--- src/rtl/shift_right_seq.sv ---
// rtl/shift_right_seq.sv - iterative logical/arithmetic right shifter for the lsr/asr ALU path
//
// Applies one binary-weighted shift stage (1, 2, 4, 8, 16) per cycle, so every
// operation takes a fixed 5 cycles regardless of the shift amount.
//
// Ports:
//   clk    rising-edge clock
//   rst    asynchronous, active-high reset (aborts any operation in flight)
//   start  request; accepted only when busy=0 (IDLE or DONE)
//   arith  0 = logical shift (zero fill), 1 = arithmetic shift (sign fill)
//   d      operand to shift
//   sel    shift amount
//   busy   high while the shift stages are running; start is ignored then
//   done   one-cycle pulse; y is valid from this cycle on
//   y      registered result, held between operations
module shift_right_seq #(
    parameter int WIDTH   = 32,
    parameter int SHAMT_W = 5
) (
    input  logic               clk,
    input  logic               rst,
    input  logic               start,
    input  logic               arith,
    input  logic [WIDTH-1:0]   d,
    input  logic [SHAMT_W-1:0] sel,
    output logic               busy,
    output logic               done,
    output logic [WIDTH-1:0]   y
);

    localparam int K_W = 3;
    localparam logic [K_W-1:0] LAST_STAGE = K_W'(SHAMT_W - 1);

    typedef enum logic [1:0] {
        IDLE  = 2'd0,
        SHIFT = 2'd1,
        DONE  = 2'd2
    } state_t;

    state_t             state;
    state_t             state_next;
    logic [WIDTH-1:0]   work;
    logic [SHAMT_W-1:0] amount;
    logic               mode;
    logic [K_W-1:0]     k;
    logic [WIDTH-1:0]   stage_out;
    logic [SHAMT_W-1:0] shift_dist;
    logic               accept;

    // A new request is taken in IDLE and also in DONE, which gives
    // back-to-back operation without an idle cycle in between.
    assign accept = start && (state != SHIFT);

    assign busy = (state == SHIFT);
    assign done = (state == DONE);

    // Stage k shifts by 2^k when amount bit k is set. The sign fill uses the
    // current work MSB, which never changes across stages, so the result
    // equals a single signed shift of the original operand.
    always_comb begin
        shift_dist = {{(SHAMT_W-1){1'b0}}, 1'b1} << k;
        stage_out  = work;
        if (amount[k]) begin
            if (mode) begin
                stage_out = $signed(work) >>> shift_dist;
            end else begin
                stage_out = work >> shift_dist;
            end
        end
    end

    always_ff @(posedge clk or posedge rst) begin
        if (rst) begin
            state <= IDLE;
        end else begin
            state <= state_next;
        end
    end

    always_comb begin
        state_next = state;
        case (state)
            IDLE:    if (start) state_next = SHIFT;
            SHIFT:   if (k == LAST_STAGE) state_next = DONE;
            DONE:    state_next = start ? SHIFT : IDLE;
            default: state_next = IDLE;
        endcase
    end

    always_ff @(posedge clk or posedge rst) begin
        if (rst) begin
            work   <= '0;
            amount <= '0;
            mode   <= 1'b0;
            k      <= '0;
            y      <= '0;
        end else if (accept) begin
            work   <= d;
            amount <= sel;
            mode   <= arith;
            k      <= '0;
        end else if (state == SHIFT) begin
            work <= stage_out;
            k    <= k + K_W'(1);
            // y only moves on the completion edge so it holds the previous
            // result for the whole duration of the next operation.
            if (k == LAST_STAGE) begin
                y <= stage_out;
            end
        end
    end

endmodule

--- config.mk ---
export PLATFORM = sky130hd
export DESIGN_NAME = shift_right_seq
export DESIGN_NICKNAME = d
export VERILOG_FILES = /design/src/rtl/shift_right_seq.sv
export SDC_FILE = /design/constraint.sdc
export NUM_CORES = 1
export LEC_CHECK = 0
export ABC_AREA = 1
export CORE_MARGIN = 5
export CORE_UTILIZATION = 57
export DETAILED_ROUTE_END_ITERATION = 8
export HOLD_SLACK_MARGIN = 0.06
export PLACE_DENSITY_LB_ADDON = 0.3
export SLEW_MARGIN = 20
export SYNTH_ARGS = -nofsm -noshare
export SYNTH_HDL_FRONTEND = slang
export SYNTH_SLANG_ARGS = --single-unit
export TNS_END_PERCENT = 1
--- constraint.sdc ---
create_clock -name clk -period 2.65 [get_ports clk]
set_input_delay 0.3975 -clock clk [delete_from_list [all_inputs] [get_ports clk]]
set_output_delay 0.3975 -clock clk [all_outputs]
set_load 0.02 [all_outputs]
Word-level counts from Yosys, hierarchy flattened

Cells that the tools add are included.

Flip-flop bits (word level): 75
Input port bits: 41
Output and inout port bits: 34
Word-level logic and storage cells: 35

Add/sub/neg operators: 1
$lt $le $gt $ge: 1
Equality and inequality tests: 6
Shift operators: 3
Muxes and demuxes: 12
Bitwise operators: 1
Reduce and logical (&&, ||, !) cells: 5

Operator list:

| kind                  | count |
|---|---|
| $mux W32              | 4 |
| $shr A32 B5 Y32       | 1 |
| $sshr A32 B5 Y32      | 1 |
| $mux W3               | 2 |
| $pmux W2 S3           | 1 |
| $shl A1 B3 Y5 const A | 1 |
| $lt A3 B4 Y1 const B  | 1 |
| $mux W2               | 2 |
| $ne A2 B1 Y1 const B  | 2 |
| $add A3 B1 Y3 const B | 1 |
| $bmux W1 S3           | 1 |
| $eq A3 B3 Y1 const B  | 1 |
| $reduce_and A3 Y1     | 1 |
| $eq A2 B1 Y1 const B  | 1 |
| $eq A2 B2 Y1 const B  | 1 |
| $logic_not A2 Y1      | 1 |
| $mux W1               | 2 |
| $ne A2 B2 Y1 const B  | 1 |
| $reduce_and A2 Y1     | 1 |
| $reduce_bool A2 Y1    | 1 |
| $logic_and A1 B1 Y1   | 1 |
| $not A1 Y1            | 1 |

Longest topological paths before layout

Depth in word-level cells: 6
Depth in mapped cells: 19
Mapped depth without buffers: 17

Least setup slack after synthesis

OpenSTA, ideal clock, no wires.

Path kind: register to register
Start point: register k[0]
End point: register work[18]
Library setup time: 0.117 ns
Data arrival time: 1.895 ns
Required time: 2.533 ns
Setup slack: 0.639 ns
Cell stages (with the launch flop): 17
Path buffers: 1
Period minus slack after synthesis: 2.011 ns
Cell sequence: dfrtp_1 inv_1 ha_1 buf_4 inv_1 nor2_1 nand2_1 nand3_1 nand3_1 nand3_1 nand2_1 nand2_1 nand2_1 nand2_1 nand2_1 nand2_1 nand2_1

Longest elaborated chain between the ends: 6
Elaborated cells on any way between the ends: 9
Those cells by class: shift (3); mux (6)

Ends and longest elaborated chain:

| element                                             | line   | text |
|---|---|---|
| start, declared                                     | 45     | `logic [K_W-1:0] k;` |
| start signal, assigned                              | 104    | `k <= k + K_W'(1);` |
| $shl A1 B3 Y5                                       | 61     | `shift_dist = {{(SHAMT_W-1){1'b0}}, 1'b1} << k;` |
| $shr A32 B5 Y32 or $sshr A32 B5 Y32 (tied branches) | 67, 65 |  |
| $mux W32                                            | 64     | `if (mode) begin` |
| $mux W32 *                                          | 63     | `if (amount[k]) begin` |
| $mux W32 *                                          | 102    | `end else if (state == SHIFT) begin` |
| $mux W32 *                                          | 97     | `end else if (accept) begin` |
| end signal, assigned                                | 103    | `work <= stage_out;` |
| end, declared                                       | 42     | `logic [WIDTH-1:0] work;` |

Mark *: on every way between the ends. The rest lies on a longest branch, timed or not. The select of a mux whose other input is x is not followed.
A chain may end at the register's enable or synchronous reset.

Worst setup path in the final report

Start point: register k[0]
End point: register y[15]

Longest elaborated chain between the ends: 4
Elaborated cells on any way between the ends: 9
Those cells by class: eq/ne (1); shift (3); mux (4); reduce/logical (1)

Ends and longest elaborated chain:

| element                                             | line   | text |
|---|---|---|
| $shl A1 B3 Y5                                       | 61     |  |
| $shr A32 B5 Y32 or $sshr A32 B5 Y32 (tied branches) | 67, 65 |  |
| $mux W32                                            | 64     |  |
| $mux W32                                            | 63     |  |
| end signal, assigned                                | 108    | `y <= stage_out;` |
| end, declared                                       | 28     | `output logic [WIDTH-1:0] y` |

Several ways; a longest one is shown, not always the timed one. The select of a mux whose other input is x is not followed.

==> run summary <==
Status -> completed
Routed vias/inst -> 5.777
Avg Inst Size Synth -> 6.039 µm²
Final Hold Viols -> 0
Number of buffers added on ports -> 74
Critical path class -> register to register
Fin Setup TNS -> 0 ns
All-Layer GR Usage -> 0.3147
Crit path DAT -> 2.70 ns
Final WL -> 19440 µm
Root Buffer -> clkbuf_8
Number of distinct library cells after synthesis -> 29
Area growth, synth to finish -> 17.63%
Highest clock rate -> 405.8 MHz
Worst skew pair latency -> 0.36 ns
Post-DP HPWL -> 14480 µm
Filler cells -> 903
Antenna Cells -> 0
Synthesis-stage register bit count -> 75
Total CTS buffers -> 9
Layout cells sized above 1 -> 0.06244
Fin. max-slew vios -> 0
Rel. slew slack -> 0.3045
Nets -> 1067
CTS hold repair buffers -> 0
Synthesized Nets -> 1011
Reg2Reg Setup Slack -> 0.19 ns
Mapped cell area -> 0.005828 mm²
Wire per inst -> 16.74 µm
Antenna-violating nets left -> 0
# Post-CTS Setup Buffers -> 0
Most frequent cells in the layout -> 441 x nand2_1, 188 x nand3_1, 84 x inv_1
Die Span Y -> 111.1 µm
First-pass GRT wire length -> 31600 µm
Largest net degree at the start of global routing -> 44
CTS tree -> built
Final period util -> 0.9298
Initial antenna violation count -> 0
Post-layout min period -> 2.464 ns
Routed vias -> 6707
I/O Pins -> 75
Clock Path Buffers -> 2
Die width -> 111.1 µm
Worst-Margin Slew -> 1.042 ns
Crit Path Max Fanout -> 8
Worst Hold Class -> input port to asynchronous set/reset pin
Std cell rows -> 37
Max Cap Viol -> 0
# resized after CTS -> 1
Die area -> 0.01235 mm²
RSZ-0062 raised after global routing -> false
# H-tree levels -> 3
Sink Count -> 75
DRT Pass-1 Iters -> 6
Starting Density -> 0.5748
Clock Skews -> 0.009624 ns
Register area share after synthesis -> 0.3220
Reg clk slew, reported paths -> 0.08 ns
DRC Markers -> 0
Synth Warn # -> 0
RD Place Congestion -> 1.037
Vias in the first global route -> 6097
GRT overflow -> 0
Final setup vio count -> 0
1st-iter DRT viols -> 912
Crit start category -> register
Core area -> 0.01014 mm²
Crit end category -> register
Mapped Cells -> 965
WP data required -> 2.89 ns
Most common cell after layout, fill and taps aside -> nand2_1
cells by family (layout without fill, tap and decap cells):
group / Yosys count / in the layout / share of synthesized area
flip-flops: 75 / 75 / 0.3220
AO/OA/AOI/OAI: 85 / 85 / 0.08180
adder cells (fa/ha/maj): 5 / 5 / 0.01073
AND/OR/NAND/NOR: 654 / 654 / 0.4730
buffers and inverters: 146 / 206 / 0.1125
state kept, by name (all words and copies together), names as in the netlist:
register  flops
amount        5
mode          1
y            32
k             3
work         32
state         2
critical path, stage by stage, from the launching register on:
cell	delay, ns
dfrtp_2	0.45
inv_1	0.15
ha_2	0.27
inv_1	0.07
nor2_2	0.35
nand2_1	0.18
nand2_1	0.09
nand2_1	0.06
nand3_1	0.09
nand3_1	0.14
o211ai_1	0.17
nand3_1	0.17
nand3_1	0.10
nand2_1	0.06
per-layer routing:
layer	GRT usage	wire (µm)	up-vias
met3	0.08406	2307	48
met2	0.4567	8250	434
met1	0.4689	8497	3034
met5	0	0	-
li1	-	-	3191
met4	0.07218	384	0
Yosys cell counts:
cell        n  share of area
nor2_2      1         0.0011
inv_1      85          0.055
buf_1      10         0.0064
o21ai_2     1         0.0015
buf_6       6          0.012
buf_12      1         0.0034
o211ai_1   13          0.017
inv_2       6         0.0039
o21ai_0    45          0.039
nand2_1   441           0.28
buf_2      16          0.014
ha_1        5          0.011
or2_1       1         0.0011
nand2_2     1         0.0011
o22ai_1     3         0.0032
a21oi_1    12          0.010
clkbuf_1   15         0.0097
or2_2       1         0.0011
nand2_4     2         0.0039
nor2_1     10         0.0064
a31oi_1     1         0.0011
nand4_1     4         0.0043
nand3_1   188           0.16
dfrtp_1    75           0.32
nand3_2     5         0.0086
a22o_1      2         0.0030
o21ai_1     7         0.0060
buf_4       7         0.0090
o21a_1      1         0.0013
worst paths after layout:
check,startpoint,end,depth (start not counted)
min in group clk,y[8]$_DFFE_PP0P_,y[8]$_DFFE_PP0P_,2
min,rst,y[1]$_DFFE_PP0P_,2
min reg2reg,y[8]$_DFFE_PP0P_,y[8]$_DFFE_PP0P_,2
max reg2reg,k[0]$_DFFE_PP0P_,y[15]$_DFFE_PP0P_,13
max,k[0]$_DFFE_PP0P_,y[15]$_DFFE_PP0P_,13
max in group asynchronous,rst,k[0]$_DFFE_PP0P_,4
layout make-up:
| cell class | count | area, µm² | share of cell area |
|---|---|---|---|
| clock buffer | 12 | 165.2 | 0.02409 |
| clock inverter | 3 | 21.27 | 0.003103 |
| inverter | 91 | 341.6 | 0.04983 |
| multi-input combinational | 744 | 3306 | 0.4822 |
| sequential | 75 | 1878 | 0.2740 |
| tap | 136 | 170.2 | 0.02482 |
| timing repair buffer | 100 | 973.4 | 0.1420 |
stage by stage:
stage | util | cells | setup slack, ns | instance area, µm² | hold WS [ns]
global placement | 0.6572 | 1146 | 0.04255 | 6663 | 0.4621
detailed placement | 0.6572 | 1146 | 0.008135 | 6663 | 0.4666
finish | 0.6762 | 1161 | 0.1860 | 6855 | 0.4389
global route | 0.6762 | 1161 | 0.01429 | 6855 | 0.4890
floorplan | - | 965 | 0.3425 | 5828 | 0.4422
CTS | 0.6758 | 1161 | 0.1896 | 6852 | 0.4520
Power is not shown: default switching activity piles up to over one toggle a cycle in this logic, so the estimate is an artifact.
